===== src/rtl/axi4lite_axi4_conv.sv =====
// AXI4-Lite responder to AXI4 initiator bridge: each Lite transfer becomes one
// single-beat INCR burst with a fixed ID, one transaction outstanding at a time.
module axi4lite_axi4_conv #(
  parameter logic [3:0] AXI_ID             = 4'd0,
  parameter bit         ERR_ON_ID_MISMATCH = 1'b1
) (
  input  logic        clk_i,
  input  logic        rst_ni,
  input  logic        inport_awvalid_i,
  output logic        inport_awready_o,
  input  logic [31:0] inport_awaddr_i,
  input  logic        inport_wvalid_i,
  output logic        inport_wready_o,
  input  logic [31:0] inport_wdata_i,
  input  logic [3:0]  inport_wstrb_i,
  output logic        inport_bvalid_o,
  input  logic        inport_bready_i,
  output logic [1:0]  inport_bresp_o,
  input  logic        inport_arvalid_i,
  output logic        inport_arready_o,
  input  logic [31:0] inport_araddr_i,
  output logic        inport_rvalid_o,
  input  logic        inport_rready_i,
  output logic [31:0] inport_rdata_o,
  output logic [1:0]  inport_rresp_o,
  output logic        outport_awvalid_o,
  input  logic        outport_awready_i,
  output logic [31:0] outport_awaddr_o,
  output logic [3:0]  outport_awid_o,
  output logic [7:0]  outport_awlen_o,
  output logic [1:0]  outport_awburst_o,
  output logic        outport_wvalid_o,
  input  logic        outport_wready_i,
  output logic [31:0] outport_wdata_o,
  output logic [3:0]  outport_wstrb_o,
  output logic        outport_wlast_o,
  input  logic        outport_bvalid_i,
  output logic        outport_bready_o,
  input  logic [1:0]  outport_bresp_i,
  input  logic [3:0]  outport_bid_i,
  output logic        outport_arvalid_o,
  input  logic        outport_arready_i,
  output logic [31:0] outport_araddr_o,
  output logic [3:0]  outport_arid_o,
  output logic [7:0]  outport_arlen_o,
  output logic [1:0]  outport_arburst_o,
  input  logic        outport_rvalid_i,
  output logic        outport_rready_o,
  input  logic [31:0] outport_rdata_i,
  input  logic [1:0]  outport_rresp_i,
  input  logic [3:0]  outport_rid_i,
  input  logic        outport_rlast_i
);

  typedef enum logic [2:0] {
    IDLE, WR_REQ, WR_RESP, WR_DONE, RD_REQ, RD_RESP, RD_DONE
  } state_t;

  state_t      state_reg;
  logic        awvalid_reg, wvalid_reg, arvalid_reg;
  logic        bready_reg, rready_reg, bvalid_reg, rvalid_reg;
  logic [31:0] addr_reg, wdata_reg, rdata_reg;
  logic [3:0]  wstrb_reg;
  logic [1:0]  bresp_reg, rresp_reg;
  logic        rd_err_reg, rr_last_wr_reg;

  logic wr_cand, rd_cand, grant_wr, grant_rd;
  logic aw_left, w_left, b_err, beat_err;

  // Round-robin only matters when both a full write (AW+W) and a read are offered.
  assign wr_cand  = inport_awvalid_i && inport_wvalid_i;
  assign rd_cand  = inport_arvalid_i;
  assign grant_wr = (state_reg == IDLE) && wr_cand && (!rd_cand || !rr_last_wr_reg);
  assign grant_rd = (state_reg == IDLE) && rd_cand && (!wr_cand || rr_last_wr_reg);

  assign aw_left  = awvalid_reg && !outport_awready_i;
  assign w_left   = wvalid_reg && !outport_wready_i;
  assign b_err    = ERR_ON_ID_MISMATCH && (outport_bid_i != AXI_ID);
  assign beat_err = ERR_ON_ID_MISMATCH && ((outport_rid_i != AXI_ID) || !outport_rlast_i);

  assign inport_awready_o  = grant_wr;
  assign inport_wready_o   = grant_wr;
  assign inport_arready_o  = grant_rd;
  assign inport_bvalid_o   = bvalid_reg;
  assign inport_bresp_o    = bresp_reg;
  assign inport_rvalid_o   = rvalid_reg;
  assign inport_rdata_o    = rdata_reg;
  assign inport_rresp_o    = rresp_reg;

  assign outport_awvalid_o = awvalid_reg;
  assign outport_awaddr_o  = addr_reg;
  assign outport_awid_o    = AXI_ID;
  assign outport_awlen_o   = 8'd0;
  assign outport_awburst_o = 2'b01;
  assign outport_wvalid_o  = wvalid_reg;
  assign outport_wdata_o   = wdata_reg;
  assign outport_wstrb_o   = wstrb_reg;
  assign outport_wlast_o   = 1'b1;
  assign outport_bready_o  = bready_reg;
  assign outport_arvalid_o = arvalid_reg;
  assign outport_araddr_o  = addr_reg;
  assign outport_arid_o    = AXI_ID;
  assign outport_arlen_o   = 8'd0;
  assign outport_arburst_o = 2'b01;
  assign outport_rready_o  = rready_reg;

  always_ff @(posedge clk_i or negedge rst_ni) begin
    if (!rst_ni) begin
      state_reg      <= IDLE;
      awvalid_reg    <= 1'b0;
      wvalid_reg     <= 1'b0;
      arvalid_reg    <= 1'b0;
      bready_reg     <= 1'b0;
      rready_reg     <= 1'b0;
      bvalid_reg     <= 1'b0;
      rvalid_reg     <= 1'b0;
      addr_reg       <= 32'd0;
      wdata_reg      <= 32'd0;
      rdata_reg      <= 32'd0;
      wstrb_reg      <= 4'd0;
      bresp_reg      <= 2'd0;
      rresp_reg      <= 2'd0;
      rd_err_reg     <= 1'b0;
      rr_last_wr_reg <= 1'b0;
    end else begin
      case (state_reg)
        IDLE: begin
          if (grant_wr) begin
            addr_reg       <= inport_awaddr_i;
            wdata_reg      <= inport_wdata_i;
            wstrb_reg      <= inport_wstrb_i;
            awvalid_reg    <= 1'b1;
            wvalid_reg     <= 1'b1;
            rr_last_wr_reg <= 1'b1;
            state_reg      <= WR_REQ;
          end else if (grant_rd) begin
            addr_reg       <= inport_araddr_i;
            arvalid_reg    <= 1'b1;
            rr_last_wr_reg <= 1'b0;
            state_reg      <= RD_REQ;
          end
        end
        WR_REQ: begin
          // AW and W retire independently; move on once neither is left.
          awvalid_reg <= aw_left;
          wvalid_reg  <= w_left;
          if (!aw_left && !w_left) begin
            bready_reg <= 1'b1;
            state_reg  <= WR_RESP;
          end
        end
        WR_RESP: begin
          if (outport_bvalid_i) begin
            bready_reg <= 1'b0;
            bresp_reg  <= b_err ? 2'b10 : outport_bresp_i;
            bvalid_reg <= 1'b1;
            state_reg  <= WR_DONE;
          end
        end
        WR_DONE: begin
          if (inport_bready_i) begin
            bvalid_reg <= 1'b0;
            state_reg  <= IDLE;
          end
        end
        RD_REQ: begin
          if (outport_arready_i) begin
            arvalid_reg <= 1'b0;
            rready_reg  <= 1'b1;
            rd_err_reg  <= 1'b0;
            state_reg   <= RD_RESP;
          end
        end
        RD_RESP: begin
          // Stray beats before RLAST are drained; the error flag stays sticky.
          if (outport_rvalid_i) begin
            rdata_reg <= outport_rdata_i;
            if (outport_rlast_i) begin
              rresp_reg  <= (rd_err_reg || beat_err) ? 2'b10 : outport_rresp_i;
              rd_err_reg <= 1'b0;
              rready_reg <= 1'b0;
              rvalid_reg <= 1'b1;
              state_reg  <= RD_DONE;
            end else begin
              rresp_reg  <= outport_rresp_i;
              rd_err_reg <= rd_err_reg || beat_err;
            end
          end
        end
        RD_DONE: begin
          if (inport_rready_i) begin
            rvalid_reg <= 1'b0;
            state_reg  <= IDLE;
          end
        end
        default: state_reg <= IDLE;
      endcase
    end
  end

endmodule


===== config.mk =====
export PLATFORM = sky130hd
export DESIGN_NAME = axi4lite_axi4_conv
export DESIGN_NICKNAME = d
export VERILOG_FILES = /design/src/rtl/axi4lite_axi4_conv.sv
export SDC_FILE = /design/constraint.sdc
export NUM_CORES = 1
export LEC_CHECK = 0
export BUFFER_PORTS_ARGS = -buffer_cell sky130_fd_sc_hd__clkbuf_2
export CORE_AREA = 3 3 129 131
export CTS_BUF_LIST = sky130_fd_sc_hd__clkbuf_4
export DETAILED_ROUTE_END_ITERATION = 16
export DIE_AREA = 0 0 132 134
export PLACE_DENSITY = 0.66
export SLEW_MARGIN = 25
export SYNTH_ARGS = -nofsm -noshare
export SYNTH_HDL_FRONTEND = slang
export SYNTH_SLANG_ARGS = --single-unit

===== constraint.sdc =====
create_clock -name clk_i -period 2.01 [get_ports clk_i]
set_input_delay 0.201 -clock clk_i [delete_from_list [all_inputs] [get_ports clk_i]]
set_output_delay 0.201 -clock clk_i [all_outputs]
set_load 0.02 [all_outputs]

After elaboration in Yosys (flattened, before gate mapping). Index checks and enable logic that the tools add are counted.

Bits in registers: 116. Bits of input ports: 157. Output and inout port bits: 175. Logic and storage cells: 116.

Equal/unequal tests: 17. Multiplexer cells: 41. Reductions and logical operators: 42.

Operator list (count): 32-bit two-way mux (2); 3-bit two-way mux (9); 3-bit one-hot mux with 7 select lines (1); 2-bit inequality test, second input constant (10); 1-bit two-way mux (18); 1-bit one-hot mux with 2 select lines (8); 2-bit nonzero test (7); 4-bit AND reduction (3); 2-bit AND reduction (5); 3-bit equality test, second input constant (3); 3-bit AND reduction (3); 1-bit logical AND (8); 1-bit zero test (8); 8-bit AND reduction (1); 4-bit nonzero test (2); 3-bit by 2-bit equality test with 1-bit output, second input constant (2); 2-bit two-way mux (3); 1-bit logical OR (4); 3-bit by 1-bit equality test with 1-bit output, second input constant (1); 3-bit zero test (1); 3-bit inequality test, second input constant (1).

Longest topological paths before layout. Gate-level depths: netlist (run 1).

Word-level depth: 7. Mapped depth: 7. Depth with buffers taken out: 5.

Worst setup path before layout (run 1). No wires, ideal clock.

Path type: register to output. From: reg state_reg[1]. To: out inport_wready_o. Arrival time: 1.446 ns. Data required time: 1.809 ns. Setup slack: 0.363 ns. Stages on the path, launching flop included: 7. Path buffers: 3. Cells stage by stage: dfrtp_1 buf_6 nor3_4 nand2_4 buf_2 inv_1 buf_4.

Longest elaborated chain between the ends: 3.

Ends and longest elaborated chain: start: declaration (line 59) `state_t state_reg;`; start signal: assignment (line 109) `state_reg <= IDLE;`; start signal: assignment (line 135) `state_reg <= WR_REQ;`; start signal: assignment (line 140) `state_reg <= RD_REQ;`; 3-bit zero test (line 73) `assign grant_wr = (state_reg == IDLE) && wr_cand && (!rd_cand || !rr_last_wr_reg);`; 1-bit logical AND (2 in a row) (line 73); end: declaration (line 13) `output logic inport_wready_o,`.

No other way between the ends.

Final worst setup path (run 1).
From: reg rr_last_wr_reg. To: reg addr_reg[31], in the netlist outport_araddr_o[31].

Longest elaborated chain between the ends: 5. Elaborated cells between the ends (all ways): 8. Classes of those cells: mux: 1; reduce/logical: 7.

Ends and longest elaborated chain: start: declaration (line 65) `logic rd_err_reg, rr_last_wr_reg;`; start signal: assignment (line 124) `rr_last_wr_reg <= 1'b0;`; start signal: assignment (line 134) `rr_last_wr_reg <= 1'b1;`; start signal: assignment (line 139) `rr_last_wr_reg <= 1'b0;`; 1-bit zero test (line 73); 1-bit logical OR (line 73); 1-bit logical AND (line 73); 2-bit nonzero test (no line); 2-bit AND reduction (no line); end signal: assignment (line 129) `addr_reg <= inport_awaddr_i;`; end signal: assignment (line 137) `addr_reg <= inport_araddr_i;`; end: declaration (line 62) `logic [31:0] addr_reg, wdata_reg, rdata_reg;`.

Parallel ways exist; a longest one is shown, timed or not. A chain may end at the register's enable or synchronous reset.

==> metrics.md, run 1 <==
| Metric | Value |
|---|---|
| Hold Violations, Final | 0 |
| Crit Path Max Fanout | 16 |
| CP startpoint | rr_last_wr_reg |
| Max stage delay on crit path | between 0.5 and 0.6 ns |
| CTS tree | done |
| Rel. slew slack | 58.2% |
| Worst Setup EP | outport_araddr_o[31] |
| Leak | 4.61 nW |
| Simple-Gate Fraction of Synth Area | between 5 and 6% |
| Top-area cell type share of the netlist area | a little over half |
| Clock Latency Late Sink | 0.52 ns |
| WS Path Type | register to register |
| Final Instance Area | around 8600 um2 |
| Worst slew pin tran | roughly 0.63 ns |
| YS warnings | 0 |
| Final Core Density | 54.7% |
| Mux share of post-synthesis cell area | between 20% and 30% |
| Sequential fraction of the synthesis area | 54.2% |
| Worst Hold Class | input port to register |
| Area contributors post-synth | dfrtp_1, buf_4, mux2_1 |
| Sink Count | 116 |
| Most common cell after layout, fill and taps aside | clkbuf_2 |
| Pins Over Slew Limit | 0 |
| Drt total wl | approximately 16000 um |
| Synth Area in Adders | 0% |
| Drt pass-1 iters | 4 |
| Iter 0 DRT Violations | ~120 |
| Final HPWL DP | about 10000 um |
| Post-Syn Area | roughly 5400 um2 |
| Final Setup Violations | 0 |
| Htree depth | 4 |
| Cell Rows | between 40 and 50 |
| Hold Slack | ~0.09 ns |
| Critical Path Start Type | register |
| Die height | around 130 um |
| Filler Cells Inserted | about 1300 |
| Logic pwr share | 49.7% |
| RSZ-0062 raised after global routing | yes |
| Post-synth cell types | 35 |
| Avg Cell Area, Syn | between 10 and 15 um2 |
| P_sw | ~5.2 mW |
| Initial antenna violation count | 1 |
| Area of the multi-input gates | roughly 1900 um2 |
| Root buffer cell | clkbuf_4 |
| Core Area | ~16000 um2 |
| I/O Pins | 332 |
| Reg power frac | 35.4% |
| Endpoint class of the critical path | register |
| P_int | ~6.6 mW |
| RR Endpoint | outport_araddr_o[31] |
| GRT overflow | 0 |
| Clock network fraction of design power | 14.9% |
| Peak Freq | about 520 MHz |
| Layout Nets | 1032 |
| Final ANT Viol Nets | 0 |
| Layout cells sized above 1 | a little over two fifths |
| R2r setup slk | between 0.1 and 0.15 ns |
| Syn Inst Count | approximately 450 |
| Clock slew at reported path FFs | approximately 0.10 ns |
| Worst Reg-to-Reg Cells | 7 |
| IO buf count | a little over 300 |
| Sw Share | a little over two fifths |
| Vias in the first global route | roughly 5200 |
| CTS Buf Count | 17 |
| Clk_skew | ~0.017 ns |
| Bufs on Longest Clock Path | 2 |
| Synth Area in XOR/XNOR | 0% |
| Pwr dens | ~1400 nW/um2 |
| Global-route wire length before repair | 26400 um |
| Worst path bufs/invs | 2 |
| Starting Density | between 30% and 40% |
| Largest net degree at the start of global routing | between 100 and 150 |
| Area delta synth->final | 60.6% |
| Global-route usage over all layers | around a fifth |
| Compound-gate portion of the synthesized area | 7.48% |
| DIE AREA | around 18000 um2 |
| Max Cap Viol | 0 |
| Remaining DRCs | 0 |
| Synth area leader | dfrtp_1 |
| Critical path cell sequence | nand2_1 -> and3_4 -> nand2_4 -> buf_12 -> mux2i_1 -> dlygate4sd3_1 -> o21ai_0 |
| Vias/cell | around 4.3 |
| CP top delay family | buffers and inverters |
| Final period util | around 95% |
| Slowest CP cell | dlygate4sd3_1 |
| Commonest cells after routing, fill and taps aside | clkbuf_2, dlygate4sd3_1, dfrtp_1 |
| Outcome | finished, final reports clean |
| Maximum vdd drop | 0.667 mV |
| Storage element area | about 2900 um2 |
| GPL Wtd Cong | between 0.7 and 0.8 |
| Critical path data required time | between 2 and 2.5 ns |
| Levels on crit path | 7 |
| Worst Path Arrival | 2.29 ns |
| Routed length per instance | around 15 um |
| Fin crit period | approximately 1.9 ns |
| Largest family of logic cells by synthesized area | multiplexers |
| Synth Register Bits | between 100 and 150 |
| Vias | 4800 |
| Placement Cell Area | between 6000 and 7000 um2 |
| Worst r2r src | rr_last_wr_reg |
| Die Wd | around 130 um |
## worst min path at each step
stage               cells past startpoint        startpoint            endpoint  slack [ns]
detailed placement                      2            rst_ni  inport_rdata_o[19]        0.35
global placement                        2            rst_ni  inport_rdata_o[19]        0.35
floorplan                               0            rst_ni   inport_bresp_o[0]       -0.09
CTS                                     4  outport_rvalid_i    outport_rready_o        0.04
global route                            3  outport_bvalid_i    outport_bready_o        0.05
finish                                  4  outport_rvalid_i    outport_rready_o        0.09
## cells in the mapped netlist
cell type	instances
a21oi_1	13
a22o_1	3
a22oi_1	1
a22oi_4	1
a31oi_1	3
a41oi_1	1
and2_1	1
and3_1	3
buf_2	7
buf_4	65
buf_6	5
clkbuf_1	5
conb_1	2
dfrtp_1	116
inv_1	9
inv_2	1
mux2_1	36
mux2_2	32
mux2i_1	33
nand2_1	44
nand2_4	1
nand2b_1	1
nand3_1	3
nand3_2	1
nor2_1	8
nor2b_1	1
nor2b_4	1
nor3_4	1
nor4_1	1
o21a_1	1
o21ai_0	41
o21ai_1	1
o21ba_2	1
o22ai_1	4
or4_1	1
## worst reg2reg max path, cell delays in order (launching register included)
cell and delay [ns]:
dfrtp_1 0.38, nand2_1 0.08, and3_4 0.20, nand2_4 0.08, buf_12 0.16, mux2i_1 0.23, dlygate4sd3_1 0.57, o21ai_0 0.08
## layout make-up
type	count	share of cell area, %
clock buffer	20	1.75
tap	216	3.14
sequential	116	33.8
inverter	10	0.437
antenna	1	0.0291
timing repair buffer	463	36.7
multi-input combinational	267	22.5
clock inverter	12	1.60
## what timing repair did
item	CTS	global route
hold endpoints to repair	226	0
hold buffers	147	0
setup endpoints to repair	3	12
pin swaps	2	1
buffers inserted	2	2
gates resized for setup	3	8
## metal layers
metal	global-route usage [%]	wire length (um)
met1	21.1	6480
met2	32.6	8210
met3	6.49	1190
met4	6.77	367
met5	0	0
## power groups by stage
stage | logic [mW] | clock network (mW) | registers, mW
after floorplan | 2.59 | 0 | 5.45
after global placement | 5.43 | 0 | 4.16
after detailed placement | 5.50 | 0 | 4.19
after CTS | 5.81 | 1.84 | 4.15
after global routing | 6.30 | 1.95 | 4.33
final | 5.86 | 1.76 | 4.18
## stage by stage
| stage | power [mW] | worst slack (ns) | TNS [ns] | instances |
|---|---|---|---|---|
| after floorplan | 8.04 | 0.363 | 0 | 475 |
| after global placement | 9.59 | 0.387 | 0 | 921 |
| after detailed placement | 9.70 | 0.340 | 0 | 921 |
| after CTS | 11.8 | 0.0147 | 0 | 1102 |
| after global routing | 12.6 | -0.00770 | -0.0116 | 1105 |
| final | 11.8 | 0.101 | 0 | 1105 |
## cells by family after synthesis
kind of cell | after synthesis
flops | 116
mux | 101
buf+inv | 92
compound gates | 70
simple gates | 67
other cells | 2
(Power assumes the default switching activity.)
==> inputs of run 2 (changes only) <==
==> constraint.sdc (replaced) <==
create_clock -name clk_i -period 1.76 [get_ports clk_i]
set_input_delay 0.176 -clock clk_i [delete_from_list [all_inputs] [get_ports clk_i]]
set_output_delay 0.176 -clock clk_i [all_outputs]
set_load 0.02 [all_outputs]
==> run 2 against run 1 <==
- the run now ends with setup timing left
- register-to-register slack better by 0.04 ns
- sequential power up 14%
- die area unchanged
- worst hold slack worse by 0.0072 ns
- total power up 14%
- critical path depth down 3
- critical path type is now register to output port
==> metrics.md, run 2 (synthesis gave the netlist of run 1 again) <==
| Metric | Value |
|---|---|
| Layout cells sized above 1 | 44.4% (+0.61 points) |
| Peak Freq | about 560 MHz |
| Routed length per instance | 14.6 um (-0.88%) |
| Area delta synth->final | 62.7% |
| Htree depth | 4 (unchanged) |
| Post-route setup TNS | -0.0261 ns (-0.0261 ns) |
| Clk_skew | 0.0175 ns (+0.000212 ns) |
| Maximum vdd drop | 0.833 mV (+25%) |
| Worst Path Arrival | 1.61 ns (-0.68 ns) |
| Worst Reg-to-Reg Cells | 6 (-1) |
| CTS tree | done |
| CTS Buf Count | 17 (unchanged) |
| Root buffer cell | clkbuf_4 |
| IO buf count | 302 (unchanged) |
| RR Endpoint | outport_wdata_o[23] |
| Initial antenna violation count | 1 (unchanged) |
| WS Path Type | register to output port |
| Final ANT Viol Nets | 0 (unchanged) |
| Most common cell after layout, fill and taps aside | clkbuf_2 |
| CP startpoint | state_reg[2] |
| GPL Wtd Cong | 0.779 (+3.1%) |
| Final period util | 101% |
| Vias in the first global route | 5197 (-0.93%) |
| Largest net degree at the start of global routing | 65 (-44%) |
| DIE AREA | 17700 um2 (unchanged) |
| Sink Count | 116 (unchanged) |
| Vias | 4829 (+0.60%) |
| Core Area | 15700 um2 (unchanged) |
| Pwr dens | 1540 nW/um2 (+12%) |
| Placement Setup Slack | 0.161 ns (-0.180 ns) |
| Failing checks | setup timing |
| Drt total wl | 16200 um (-0.17%) |
| Global-route usage over all layers | 18.3% (-0.31 points) |
| Clock slew at reported path FFs | 0.10 ns (about the same) |
| Fin crit period | 1.79 ns |
| Iter 0 DRT Violations | 104 (-12%) |
| Final Setup Violations | 1 (+1) |
| Die height | 134 um (unchanged) |
| Power after layout | 13.5 mW (+14%) |
| Worst Setup EP | inport_arready_o |
| Max Cap Viol | 0 (unchanged) |
| GRT overflow | 0 (unchanged) |
| Endpoint class of the critical path | output port |
| Crit Path Max Fanout | 2 (-14) |
| Die Wd | 132 um (unchanged) |
| Critical path data required time | 1.58 ns (-0.81 ns) |
| I/O Pins | 332 (unchanged) |
| Global-route wire length before repair | 26100 um (-1.1%) |
| Clock Latency Late Sink | 0.50 ns (-0.02 ns) |
| Worst r2r src | rr_last_wr_reg |
| RSZ-0062 raised after global routing | yes |
| Vias/cell | 4.34 (-0.12%) |
| Final setup margin | -0.0261 ns (-0.127 ns) |
| Drt pass-1 iters | 4 (unchanged) |
| Remaining DRCs | 0 (unchanged) |
| R2r setup slk | 0.14 ns (+0.04 ns) |
| Cell Rows | 46 (unchanged) |
| Outcome | finished, violations left |
| Final HPWL DP | 10700 um (+2.9%) |
| Commonest cells after routing, fill and taps aside | clkbuf_2, dlygate4sd3_1, dfrtp_1 |
| Worst Hold Class | input port to register |
| Bufs on Longest Clock Path | 2 (unchanged) |
| Layout Nets | 1040 (+0.78%) |
| Pins Over Slew Limit | 0 (unchanged) |
| Leak | 4.66 nW (+1.1%) |
| Starting Density | 34.1% (unchanged) |
| Critical Path Start Type | register |
| Hold Violations, Final | 0 (unchanged) |
[run 2: worst min path at each step]
stage	startpoint	end	slack, ns	cells after the start
final	outport_rvalid_i	inport_rresp_o[1]	0.08	3
after global routing	outport_rvalid_i	inport_rvalid_o	0.03	3
after CTS	outport_rvalid_i	inport_rresp_o[1]	0.005	3
after detailed placement	rst_ni	inport_rdata_o[16]	0.01	1
after global placement	rst_ni	inport_rdata_o[16]	0.01	1
after floorplan	rst_ni	inport_bresp_o[0]	-0.12	0
[run 2: stage by stage]
| step | std cells | utilization (%) | instance area (um2) | hold slack (ns) |
|---|---|---|---|---|
| finish | 1113 | 55.5 | 8710 | 0.0829 |
| global route | 1113 | 55.5 | 8710 | 0.0347 |
| CTS | 1110 | 55.2 | 8680 | 0.00537 |
| detailed placement | 925 | 43.4 | 6830 | 0.0121 |
| global placement | 925 | 43.4 | 6830 | 0.00981 |
| floorplan | 475 | - | 5460 | -0.120 |
[run 2: area by class of cell]
cell class | instances | area (um2)
Clock buffer | 17 | 128
Antenna cell | 1 | 2.50
Tap cell | 216 | 270
Fill cell | 1333 | 7000
Inverter | 10 | 50.0
Timing Repair Buffer | 471 | 3270
Clock inverter | 15 | 164
Multi-Input combinational cell | 267 | 1930
Sequential cell | 116 | 2910
[run 2: timing repair]
action                                  in CTS  in global routing
hold buffers                               147                  0
setup buffers                                6                  2
endpoints found under the setup margin       3                  5
resized for setup                           14                  8
pin swaps                                    3                  1
endpoints found under the hold margin      226                  0
[run 2: where the power goes]
| part | switching, mW | internal [mW] |
|---|---|---|
| Clock | 1.03 | 0.968 |
| Sequential | 0.825 | 3.95 |
| Combinational | 4.03 | 2.65 |
| Total | 5.88 | 7.57 |
[run 2: layer usage]
layer | part of all wire [%] | vias to the layer above | GRT usage [%]
met3 | 7.2 | 19 | 6.64
met2 | 51 | 218 | 31.8
li1 | - | 2318 | -
met1 | 40 | 2274 | 21.1
met5 | 0 | - | 0
met4 | 1.6 | 0 | 6.01
[run 2: worst max-delay path, cell delays in order (launching register included)]
cell and delay (ns):
dfrtp_2 0.44, nor3_4 0.25, buf_6 0.13, and3_4 0.18, buf_8 0.11
==> inputs of run 3 (changes only) <==
--- a/config.mk
+++ b/config.mk
@@ -11,6 +11,7 @@
 export DETAILED_ROUTE_END_ITERATION = 16
 export DIE_AREA = 0 0 132 134
 export PLACE_DENSITY = 0.66
+export SKIP_CTS_REPAIR_TIMING = 1
 export SLEW_MARGIN = 25
 export SYNTH_ARGS = -nofsm -noshare
 export SYNTH_HDL_FRONTEND = slang
==> run 3 against run 2 <==
- worst hold slack worse by 0.0094 ns
- flip-flop and latch count unchanged
- the flow still finishes with violations (setup timing)
- register-to-register slack worse by 0.07 ns
- combinational power about the same
- highest routed layer unchanged
==> metrics.md, run 3 (synthesis gave the netlist of run 1 again) <==
| Metric | Value |
|---|---|
| Outcome | finished, violations left |
| Failing checks | setup timing |
| Fin crit period | 1.82 ns (+0.0371 ns) |
| Sink Count | 116 (unchanged) |
| Remaining DRCs | 0 (unchanged) |
| Final Non-Filler Cells | 1114 (+0.090%) |
| Endpoint class of the critical path | output port |
| Cell Rows | 46 (unchanged) |
| Hold Violations, Final | 0 (unchanged) |
| Final setup margin | -0.0632 ns (-0.0371 ns) |
| Clock slew at reported path FFs | 0.10 ns (about the same) |
| Layout cells sized above 1 | 44.5% (+0.12 points) |
| Drt pass-1 iters | 4 (unchanged) |
| Pins Over Slew Limit | 0 (unchanged) |
| Htree depth | 4 (unchanged) |
| Root buffer cell | clkbuf_4 |
| CP top delay family | flip-flops |
| Iter 0 DRT Violations | 123 (+18%) |
| Drt total wl | 16300 um (+0.60%) |
| Area of the multi-input gates | 1930 um2 (unchanged) |
| Crit Path Max Fanout | 3 (+1) |
| Filler Cells Inserted | 1334 (+0.075%) |
| Placement Cell Area | 6830 um2 (unchanged) |
| Clock Latency Late Sink | 0.51 ns (about the same) |
| GPL Wtd Cong | 0.779 (unchanged) |
| IO buf count | 302 (unchanged) |
| Starting Density | 34.1% (unchanged) |
| Peak Freq | 548 MHz (-2.0%) |
| Max stage delay on crit path | 0.45 ns (about the same) |
| CTS Buf Count | 17 (unchanged) |
| Die Wd | 132 um (unchanged) |
| Slowest CP cell | dfrtp_2 |
| Area delta synth->final | 62.8% (about the same) |
| Initial antenna violation count | 0 (-1) |
| Placed Instances | 925 (unchanged) |
| Largest net degree at the start of global routing | 65 (unchanged) |
| Storage element area | 2910 um2 (unchanged) |
| GRT overflow | 0 (unchanged) |
| Final HPWL DP | 10700 um (unchanged) |
| RSZ-0062 raised after global routing | yes |
| Worst path bufs/invs | 2 (unchanged) |
| Pwr dens | 1540 nW/um2 (about the same) |
| Vias in the first global route | 4271 (-18%) |
| Bufs on Longest Clock Path | 2 (unchanged) |
| Placement Setup Slack | 0.161 ns (unchanged) |
| Final ANT Viol Nets | 0 (unchanged) |
| Maximum vdd drop | 0.908 mV (+9.1%) |
| Leak | 4.66 nW (about the same) |
| Global-route usage over all layers | 15.3% (-3.0 points) |
| Worst Hold Class | input port to register |
| Most common cell after layout, fill and taps aside | clkbuf_2 |
| Critical path data required time | 1.58 ns (about the same) |
| Critical Path Start Type | register |
| Max Cap Viol | 0 (unchanged) |
| CP most frequent cell | buf_6 |
| Worst Path Arrival | 1.65 ns (+0.04 ns) |
| Final period util | 104% (+2.1 points) |
| Final Setup Violations | 3 (+2) |
| Final Core Density | 55.5% (about the same) |
| Die height | 134 um (unchanged) |
| Inserted Diodes | 0 (-1) |
| Final Instance Area | 8720 um2 (about the same) |
| Layout Nets | 1042 (+0.19%) |
| Global-route wire length before repair | 21700 um (-17%) |
| Post-route setup TNS | -0.0762 ns (-0.0501 ns) |
| WS Path Type | register to output port |
| Commonest cells after routing, fill and taps aside | clkbuf_2, dlygate4sd3_1, dfrtp_1 |
| Vias/cell | 4.31 (-0.61%) |
| I/O Pins | 332 (unchanged) |
| Routed length per instance | 14.6 um (+0.51%) |
| Core Area | 15700 um2 (unchanged) |
| DIE AREA | 17700 um2 (unchanged) |
| Critical path cell sequence | nor3_4 -> buf_6 -> and3_4 -> buf_6 |
| Clk_skew | 0.0145 ns (-0.00306 ns) |
| CTS tree | done |
| Vias | 4804 (-0.52%) |
## run 3: worst register-to-register path, stage by stage, from the launching register on
cell and delay, ns:
dfrtp_1 0.36, nand2_1 0.06, and3_2 0.24, nand2_4 0.09
buf_4 0.22, buf_4 0.24, mux2_1 0.36
## run 3: worst paths after layout
path                                      from             endpoint  slack [ns]  cells past startpoint
max reg2reg                     rr_last_wr_reg  outport_wdata_o[15]        0.07                      6
min reg2reg                outport_wdata_o[14]  outport_wdata_o[14]        0.50                      1
min in group asynchronous               rst_ni   inport_rdata_o[21]        0.21                      3
max in group asynchronous               rst_ni   inport_rdata_o[16]        0.90                      3
max                               state_reg[1]     inport_arready_o       -0.06                      4
min                           outport_rvalid_i    inport_rresp_o[1]        0.07                      3
## run 3: where the power goes
part / internal [mW] / switching, mW
Clock: 0.968 / 1.03
Sequential: 3.95 / 0.834
Combinational: 2.63 / 4.04
Total: 7.55 / 5.90
## run 3: final cells by class
| type | count | share of cell area (%) |
|---|---|---|
| inverters | 10 | 0.574 |
| repair buffers | 473 | 37.5 |
| multi-input cells | 267 | 22.1 |
| well taps | 216 | 3.10 |
| clock inverters | 15 | 1.88 |
| flip-flops and latches | 116 | 33.3 |
| clock buffers | 17 | 1.46 |
## run 3: layer usage
layer / up-vias / GRT usage (%) / part of all wire, %
met5: - / 0 / 0
met4: 0 / 4.78 / 1.3
met3: 17 / 6.49 / 7.8
met2: 214 / 25.7 / 52
met1: 2254 / 17.9 / 39
li1: 2319 / - / -
## run 3: metrics by stage
step           hold WS (ns)  power (mW)
2_1_floorplan        -0.120        9.18
3_3_place_gp        0.00981        11.0
3_5_place_dp         0.0121        11.1
4_1_cts              -0.602        13.2
5_1_grt              0.0366        14.4
6_report             0.0735        13.4
